File: config.mk
export PLATFORM = sky130hd
export DESIGN_NAME = pe_cmd_seq
export DESIGN_NICKNAME = d
export VERILOG_FILES = /design/src/rtl/pe_pkg.sv /design/src/rtl/pe_cmd_seq.sv
export SDC_FILE = /design/constraint.sdc
export NUM_CORES = 1
export LEC_CHECK = 0
export ABC_AREA = 1
export BUFFER_PORTS_ARGS = -buffer_cell sky130_fd_sc_hd__buf_2
export CORE_AREA = 2 2 137 139
export CTS_BUF_LIST = sky130_fd_sc_hd__clkbuf_16
export CTS_CLUSTER_SIZE = 12
export DETAILED_ROUTE_END_ITERATION = 10
export DIE_AREA = 0 0 139 141
export PLACE_DENSITY_LB_ADDON = 0.2
export SKIP_LAST_GASP = 1
export SLEW_MARGIN = 10
export SYNTH_ARGS = -nofsm -noshare
export SYNTH_HDL_FRONTEND = slang
export SYNTH_SLANG_ARGS = --single-unit
File: constraint.sdc
create_clock -name clk_i -period 3.98 [get_ports clk_i]
set_input_delay 0.398 -clock clk_i [delete_from_list [all_inputs] [get_ports clk_i]]
set_output_delay 0.398 -clock clk_i [all_outputs]
set_load 0.01 [all_outputs]
File: src/rtl/pe_pkg.sv
// Shared definitions for the PE command sequencer: PE command codes and
// the sequencer state encoding.
package pe_pkg;

  // PE command opcodes; the wider PE command field is zero-extended from these.
  typedef enum logic [4:0] {
    PE_CMD_RESET            = 5'd0,
    PE_CMD_TRIGGER          = 5'd1,
    PE_CMD_TRIGGER_LAST     = 5'd2,
    PE_CMD_SET_MUL_VAL      = 5'd3,
    PE_CMD_SET_ADD_VAL      = 5'd4,
    PE_CMD_LOAD_DATA        = 5'd5,
    PE_CMD_SET_CONV_MODE    = 5'd6,
    PE_CMD_SET_FIX_MAC_MODE = 5'd7,
    PE_CMD_FORWARD          = 5'd8,
    PE_CMD_TRIGGER_BN       = 5'd17
  } pe_cmd_e;

  typedef enum logic [2:0] {
    ST_IDLE,
    ST_RST,
    ST_CFG,
    ST_LOAD,
    ST_STREAM,
    ST_WAIT,
    ST_RESULT
  } pe_seq_state_t;

endpackage

File: src/rtl/pe_cmd_seq.sv
// Command sequencer for a single PE: runs one dot-product job as
// RESET, SET_CONV_MODE, optional LOAD_DATA, N x TRIGGER, then waits for
// the PE to drain and hands its mac_value out on a valid/ready port.
module pe_cmd_seq
  import pe_pkg::*;
#(
  parameter int ACLEN      = 8,
  parameter int DATA_WIDTH = 32,
  parameter int LEN_WIDTH  = 16,
  parameter int TIMEOUT    = 1024
) (
  input  logic                  clk_i,
  input  logic                  rst_i,
  input  logic                  start_i,
  input  logic [LEN_WIDTH-1:0]  conv_len_i,
  input  logic                  preload_en_i,
  input  logic [DATA_WIDTH-1:0] preload_data_i,
  output logic                  ready_o,
  input  logic                  op_valid_i,
  output logic                  op_ready_o,
  input  logic [DATA_WIDTH-1:0] op_data_i,
  input  logic [DATA_WIDTH-1:0] op_weight_i,
  output logic                  pe_cmd_valid_o,
  output logic [ACLEN:0]        pe_cmd_o,
  output logic [DATA_WIDTH-1:0] pe_param_1_o,
  output logic [DATA_WIDTH-1:0] pe_param_2_o,
  output logic [DATA_WIDTH-1:0] pe_preload_o,
  output logic [DATA_WIDTH-1:0] pe_data_o,
  output logic [DATA_WIDTH-1:0] pe_weight_o,
  input  logic                  pe_busy_i,
  input  logic [DATA_WIDTH-1:0] pe_mac_value_i,
  output logic                  res_valid_o,
  input  logic                  res_ready_i,
  output logic [DATA_WIDTH-1:0] res_data_o,
  output logic                  err_o
);

  localparam int CMD_W = ACLEN + 1;
  localparam int TMO_W = (TIMEOUT > 2) ? $clog2(TIMEOUT) : 1;

  pe_seq_state_t         state_q, state_d;
  logic [LEN_WIDTH-1:0]  len_q, len_d;
  logic [LEN_WIDTH-1:0]  beat_cnt_q, beat_cnt_d;
  logic [TMO_W-1:0]      tmo_cnt_q, tmo_cnt_d;
  logic                  pre_en_q, pre_en_d;
  logic [DATA_WIDTH-1:0] pre_data_q, pre_data_d;
  logic [DATA_WIDTH-1:0] res_data_q, res_data_d;
  logic                  err_q, err_d;

  // Next-state, job latches, beat/timeout counters and result capture.
  always_comb begin
    // NOTE: every variable gets a default before the case so no path leaves it unassigned (no latch).
    state_d    = state_q;
    len_d      = len_q;
    beat_cnt_d = beat_cnt_q;
    tmo_cnt_d  = tmo_cnt_q;
    pre_en_d   = pre_en_q;
    pre_data_d = pre_data_q;
    res_data_d = res_data_q;
    err_d      = err_q;
    case (state_q)
      ST_IDLE: begin
        if (start_i && (conv_len_i != '0)) begin
          len_d      = conv_len_i;
          pre_en_d   = preload_en_i;
          pre_data_d = preload_data_i;
          err_d      = 1'b0;
          state_d    = ST_RST;
        end
      end
      ST_RST:  state_d = ST_CFG;
      ST_CFG:  state_d = pre_en_q ? ST_LOAD : ST_STREAM;
      ST_LOAD: state_d = ST_STREAM;
      ST_STREAM: begin
        // op_ready_o is high throughout STREAM, so a valid operand is a beat.
        if (op_valid_i) begin
          if (beat_cnt_q == len_q - LEN_WIDTH'(1)) begin
            beat_cnt_d = '0;
            tmo_cnt_d  = '0;
            state_d    = ST_WAIT;
          end else begin
            beat_cnt_d = beat_cnt_q + LEN_WIDTH'(1);
          end
        end
      end
      ST_WAIT: begin
        tmo_cnt_d = tmo_cnt_q + TMO_W'(1);
        if (!pe_busy_i) begin
          res_data_d = pe_mac_value_i;
          tmo_cnt_d  = '0;
          state_d    = ST_RESULT;
        end else if (tmo_cnt_q == TMO_W'(TIMEOUT - 1)) begin
          res_data_d = '0;
          err_d      = 1'b1;
          tmo_cnt_d  = '0;
          state_d    = ST_RESULT;
        end
      end
      ST_RESULT: begin
        if (res_ready_i) state_d = ST_IDLE;
      end
      default: state_d = ST_IDLE;
    endcase
  end

  // State and datapath registers; reset returns straight to IDLE.
  always_ff @(posedge clk_i or posedge rst_i) begin
    if (rst_i) begin
      state_q    <= ST_IDLE;
      len_q      <= '0;
      beat_cnt_q <= '0;
      tmo_cnt_q  <= '0;
      pre_en_q   <= 1'b0;
      pre_data_q <= '0;
      res_data_q <= '0;
      err_q      <= 1'b0;
    end else begin
      // NOTE: non-blocking assignments so every flop samples the pre-edge values.
      state_q    <= state_d;
      len_q      <= len_d;
      beat_cnt_q <= beat_cnt_d;
      tmo_cnt_q  <= tmo_cnt_d;
      pre_en_q   <= pre_en_d;
      pre_data_q <= pre_data_d;
      res_data_q <= res_data_d;
      err_q      <= err_d;
    end
  end

  // PE command decode from the registered state, plus operand pass-through.
  always_comb begin
    pe_cmd_valid_o = 1'b0;
    pe_cmd_o       = CMD_W'(PE_CMD_RESET);
    pe_param_1_o   = '0;
    pe_preload_o   = '0;
    pe_data_o      = '0;
    pe_weight_o    = '0;
    op_ready_o     = 1'b0;
    case (state_q)
      ST_RST: pe_cmd_valid_o = 1'b1;
      ST_CFG: begin
        pe_cmd_valid_o = 1'b1;
        pe_cmd_o       = CMD_W'(PE_CMD_SET_CONV_MODE);
        pe_param_1_o   = DATA_WIDTH'(len_q);
      end
      ST_LOAD: begin
        pe_cmd_valid_o = 1'b1;
        pe_cmd_o       = CMD_W'(PE_CMD_LOAD_DATA);
        pe_preload_o   = pre_data_q;
      end
      ST_STREAM: begin
        op_ready_o     = 1'b1;
        pe_cmd_valid_o = op_valid_i;
        pe_cmd_o       = CMD_W'(PE_CMD_TRIGGER);
        pe_data_o      = op_data_i;
        pe_weight_o    = op_weight_i;
      end
      default: ;
    endcase
  end

  assign pe_param_2_o = '0;
  assign ready_o      = (state_q == ST_IDLE);
  assign res_valid_o  = (state_q == ST_RESULT);
  assign res_data_o   = res_data_q;
  assign err_o        = err_q;

endmodule

# Word-level counts from Yosys, hierarchy flattened
# Index checks and enable logic that the tools add are counted.
[word_totals]
mem_bits_ro = 0
regBits = 111
inputBits = 151
elab_cells = 66
latch_bits = 0
ram_bits = 0
out_inout_bits = 206
memories = 0
[classes]
shift = 0
mux = 27
div_mod_pow = 0
mul = 0
eq_ne = 16
n_reduce_logical = 12
add_sub_neg = 3
bitwise_logic = 0
n_lt_le_gt_ge = 0
[ops]
columns = ["op", "count"]
rows = [
  ["two-way mux 32 bit", 5],
  ["two-way mux 10 bit", 4],
  ["two-way mux 16 bit", 2],
  ["two-way mux 3 bit", 7],
  ["one-hot mux 3 bit (7 select lines)", 1],
  ["one-hot mux 10 bit (2 select lines)", 1],
  ["adder 16 x 1 -> 16 bit (second input constant)", 1],
  ["== test 16 bit", 1],
  ["nonzero test 16 bit", 1],
  ["subtractor 16 x 1 -> 16 bit (second input constant)", 1],
  ["adder 10 x 1 -> 10 bit (second input constant)", 1],
  ["== test 10 bit (second input constant)", 1],
  ["== test 3 bit (second input constant)", 3],
  ["one-hot mux 3 bit (3 select lines)", 1],
  ["inequality test 2 bit (second input constant)", 4],
  ["== test 3 x 2 -> 1 bit (second input constant)", 2],
  ["inequality test 2 x 1 -> 1 bit (second input constant)", 3],
  ["AND reduction 2 bit", 3],
  ["AND reduction 5 bit", 1],
  ["two-way mux 1 bit", 4],
  ["one-hot mux 1 bit (2 select lines)", 2],
  ["AND reduction 4 bit", 1],
  ["nonzero test 2 bit", 2],
  ["== test 3 x 1 -> 1 bit (second input constant)", 1],
  ["other kinds (5)", 5],
]

# Longest topological paths before layout
[logic_depth]
depth_word = 5
ltp_mapped = 16
depth_no_buf = 16

# Least setup slack after synthesis
# Ideal clock, no wire load.
[synth_timing]
kind = "register -> output"
start = "register state_q[2]"
end = "output pe_param_1_o[10]"
path_slack_ps = 1957
path_buffers = 2
stages_incl_launch_ff = 6
required_time_ps = 3582
t_arrival_ps = 1625
path_cell_list = "dfrtp_1 -> clkbuf_2 -> nor3_1 -> clkinv_1 -> clkbuf_1 -> nor2_1"
[synth_between]
elab_chain_len = 2
[synth_lines]
columns = ["element", "line", "rtl"]
rows = [
  ["start: declaration", "pe_cmd_seq.sv:41", "pe_seq_state_t state_q, state_d;"],
  ["start signal: assignment", "pe_cmd_seq.sv:119", "state_q <= state_d;"],
  ["== test 3 x 2 -> 1 bit", "pe_cmd_seq.sv:139", "case (state_q)"],
  ["two-way mux 16 bit", "pe_cmd_seq.sv:139", ""],
  ["end: declaration", "pe_cmd_seq.sv:25", "output logic [DATA_WIDTH-1:0] pe_param_1_o,"],
]
# No other way between the ends.

# Final worst setup path
[layout_timing]
start = "register state_q[1]"
end = "output pe_data_o[26]"
[layout_between]
elab_chain_len = 2
[layout_lines]
columns = ["element", "line", "rtl"]
rows = [
  ["== test 3 bit", "pe_cmd_seq.sv:139", ""],
  ["two-way mux 32 bit", "pe_cmd_seq.sv:139", ""],
  ["end: declaration", "pe_cmd_seq.sv:28", "output logic [DATA_WIDTH-1:0] pe_data_o,"],
]
# No other way between the ends.

==> impl_metrics.env <==
export IMPL_synth_cell_type_count=36
export IMPL_ctsLongestPathBuffers=2
export IMPL_required_ps=3580
export IMPL_dp_hpwl_um=15100
export IMPL_finalHoldViolCount=0
export IMPL_setup_viol=0
export IMPL_slew_headroom_pct=43.6
export IMPL_cts_tree="yes"
export IMPL_total_power_mw=5.06
export IMPL_ys_warn_count=0
export IMPL_initial_core_util_pct=37.7
export IMPL_netlist_area_mm2=0.00689
export IMPL_leakage_nw=5.45
export IMPL_wirelength_um=19300
export IMPL_core_region_area_mm2=0.0183
export IMPL_cpPeakStageDelay_ps=450
export IMPL_rr_worst_depth=12
export IMPL_route_detailed_drc=0
export IMPL_cts_resized=0
export IMPL_drive_above_1_share_pct=26.8
export IMPL_grt_pass1_vias=6373
export IMPL_path_cells="nor2_2 > nand2_2 > buf_4 > nor2_1 > buf_2"
export IMPL_antenna_cells=0
export IMPL_clkLatencyLatePin_ps=370
export IMPL_grt_max_degree=72
export IMPL_ios=357
export IMPL_clk_pin_slew_worst_paths_ps=80
export IMPL_area_delta_synth_final_pct=26.4
export IMPL_crit_type="flip-flop to primary output"
export IMPL_slowest_stage="nand2_2"
export IMPL_vias=6764
export IMPL_ys_seq_area_share_pct=40.3
export IMPL_drt_initial_drc_count=263
export IMPL_cts_htree_levels=3
export IMPL_drt_wirelength_per_cell_um=12.6
export IMPL_gr_total_overflow=0
export IMPL_startpoint="state_q[1]$_DFFE_PP0P_"
export IMPL_place_port_buffers=302
export IMPL_drv_cap=0
export IMPL_die_x_um=139
export IMPL_clockRootBuffer="clkbuf_16"
export IMPL_syn_inst=1005
export IMPL_fin_crit_ps=2680
export IMPL_grt_pass1_wl_um=31400
export IMPL_synth_area_per_cell_um2=6.85
export IMPL_worst_slack_ps=1300
export IMPL_dp_slack_ps=1590
export IMPL_dieHeight_um=141
export IMPL_max_clock_freq_mhz=373
export IMPL_rows=50
export IMPL_utilization_pct=47.7
export IMPL_rsz0062_at_grt="false"
export IMPL_worst_pin_slew_ps=845
export IMPL_slew_violations=0
export IMPL_grt_use_total_pct=19.5
export IMPL_cts_hold_buf=0
export IMPL_viasPerCell=4.43
export IMPL_dieArea_mm2=0.0196
export IMPL_place_congestion=0.859
export IMPL_ant_nets=0
export IMPL_dr_pass1_iters=4
export IMPL_cts_buffers=9
export IMPL_timing_rr_end="beat_cnt_q[14]$_DFFE_PP0P_"
export IMPL_period_share_pct=67.4
export IMPL_finClkSkew_ps=13.2
export IMPL_cts_sinks=111
export IMPL_critPathMaxFanout=39
export IMPL_crit_path_end="pe_data_o[26]"
export IMPL_power_density_mw_per_mm2=581
export IMPL_start_kind="flip-flop"
export IMPL_setup_tns_ps=0
export IMPL_ir_worst_vdd_mv=0.254
export IMPL_setup_worst_path_end_class="primary output"
export IMPL_cts_setup_buffers=0
export IMPL_status="complete, no violations"
export IMPL_crit_arrival_ps=2280
export IMPL_grt_antenna_before_repair=0
export IMPL_r2r_start="state_q[1]$_DFFE_PP0P_"
export IMPL_r2r_slack_ps=1610
export IMPL_ys_ff_latch=111
export IMPL_final_nets=1443
export IMPL_hp_class="primary input to asynchronous set/reset pin"
-- how the worst min path moves through the flow --
stage | from | end | slack, ps
6_report | rst_i | res_data_o[20]$_DFFE_PP0P_ | 190
5_1_grt | preload_en_i | pre_en_q$_DFFE_PP0P_ | 260
4_1_cts | rst_i | res_data_o[20]$_DFFE_PP0P_ | 240
3_5_place_dp | err_o$_DFFE_PP0P_ | err_o$_DFFE_PP0P_ | 490
3_3_place_gp | err_o$_DFFE_PP0P_ | err_o$_DFFE_PP0P_ | 490
2_1_floorplan | len_q[1]$_DFFE_PP0P_ | len_q[1]$_DFFE_PP0P_ | 470
-- worst max-delay path, delay by kind of cell, from the launching register on --
kind	cells	cell delay [ps]
and+or+nand+nor	3	860
buffers and inverters	2	620
DFF	1	420
-- area by class of cell --
cell class              count  area [um2]
clock buffers               9         225
multi-input cells         634        2930
inverters                 223         840
well taps                 234         293
flip-flops and latches    111        2780
fillers                  1938        9560
clock inverters             7        73.8
repair buffers            310        1570
-- placed cells by master (no fill, tap or decap), drive strengths merged --
cell,instances
o2111ai,1
o21bai,1
a211o,1
inv,224
buf,310
nor2,210
xor2,14
ha,3
nor4,2
nand2,126
clkbuf,9
xnor2,5
nand3b,2
conb,54
o21ai,56
mux2,1
nand4,14
a21oi,44
nor3,7
or2,2
nand3,90
dfrtp,111
clkinv,6
and2,1
-- cell usage after synthesis, drive strengths merged --
| cell type | number | area share [%] |
|---|---|---|
| o2111ai | 1 | 0.13 |
| nand4 | 14 | 1.5 |
| or2 | 2 | 0.18 |
| o21ai | 56 | 4.1 |
| a21oi | 44 | 3.2 |
| xnor2 | 5 | 0.64 |
| nand3 | 90 | 6.6 |
| nand3b | 2 | 0.22 |
| buf | 67 | 6.9 |
| mux2 | 1 | 0.16 |
| xor2 | 14 | 1.8 |
| nand2 | 126 | 7.0 |
| conb | 1 | 0.054 |
| a211o | 1 | 0.13 |
| nor3 | 7 | 0.67 |
| ha | 3 | 0.54 |
| nor4 | 2 | 0.18 |
| inv | 221 | 12 |
| and2 | 1 | 0.091 |
| o21bai | 1 | 0.11 |
| dfrtp | 111 | 40 |
| clkbuf | 23 | 1.3 |
| clkinv | 2 | 0.11 |
| nor2 | 210 | 12 |
-- power by group --
part / switching (mW) / internal (mW)
Combinational: 1.48 / 0.814
Clock: 0.476 / 0.445
Sequential: 0.285 / 1.56
-- sequential cells by signal, summed over array words and instances, names as in the netlist --
| signal | cells |
|---|---|
| tmo_cnt_q | 10 |
| beat_cnt_q | 16 |
| pre_data_q | 32 |
| len_q | 16 |
| err_o | 1 |
| res_data_o | 32 |
| state_q | 3 |
| pre_en_q | 1 |
-- kinds of logic after synthesis --
kind of cell               after synthesis  share of synthesized area [%]
adders and majority gates                3                          0.545
AOI/OAI and AO/OA                      103                           7.63
other                                    1                         0.0544
DFF                                    111                           40.3
buffers and inverters                  313                           20.3
muxes                                    1                          0.163
xor gates and xnor gates                19                           2.42
and+or+nand+nor                        454                           28.5
-- metrics by stage --
| step | hold slack, ps | cell area [um2] | instances |
|---|---|---|---|
| CTS | 238 | 8710 | 1528 |
| floorplan | 475 | 7090 | 1058 |
| global placement | 488 | 8410 | 1512 |
| global route | 258 | 8710 | 1528 |
| detailed placement | 491 | 8410 | 1512 |
| finish | 188 | 8710 | 1528 |
-- layer usage --
layer	routed length, um	up-vias	global-route usage, %	part of all wire (%)
li1	-	3488	-	-
met1	8720	3050	26.8	45
met2	8880	188	30.0	46
met3	1220	38	4.89	6.3
met4	482	0	6.86	2.5
met5	0	-	0	0
Power figures use the tool's default switching activity.
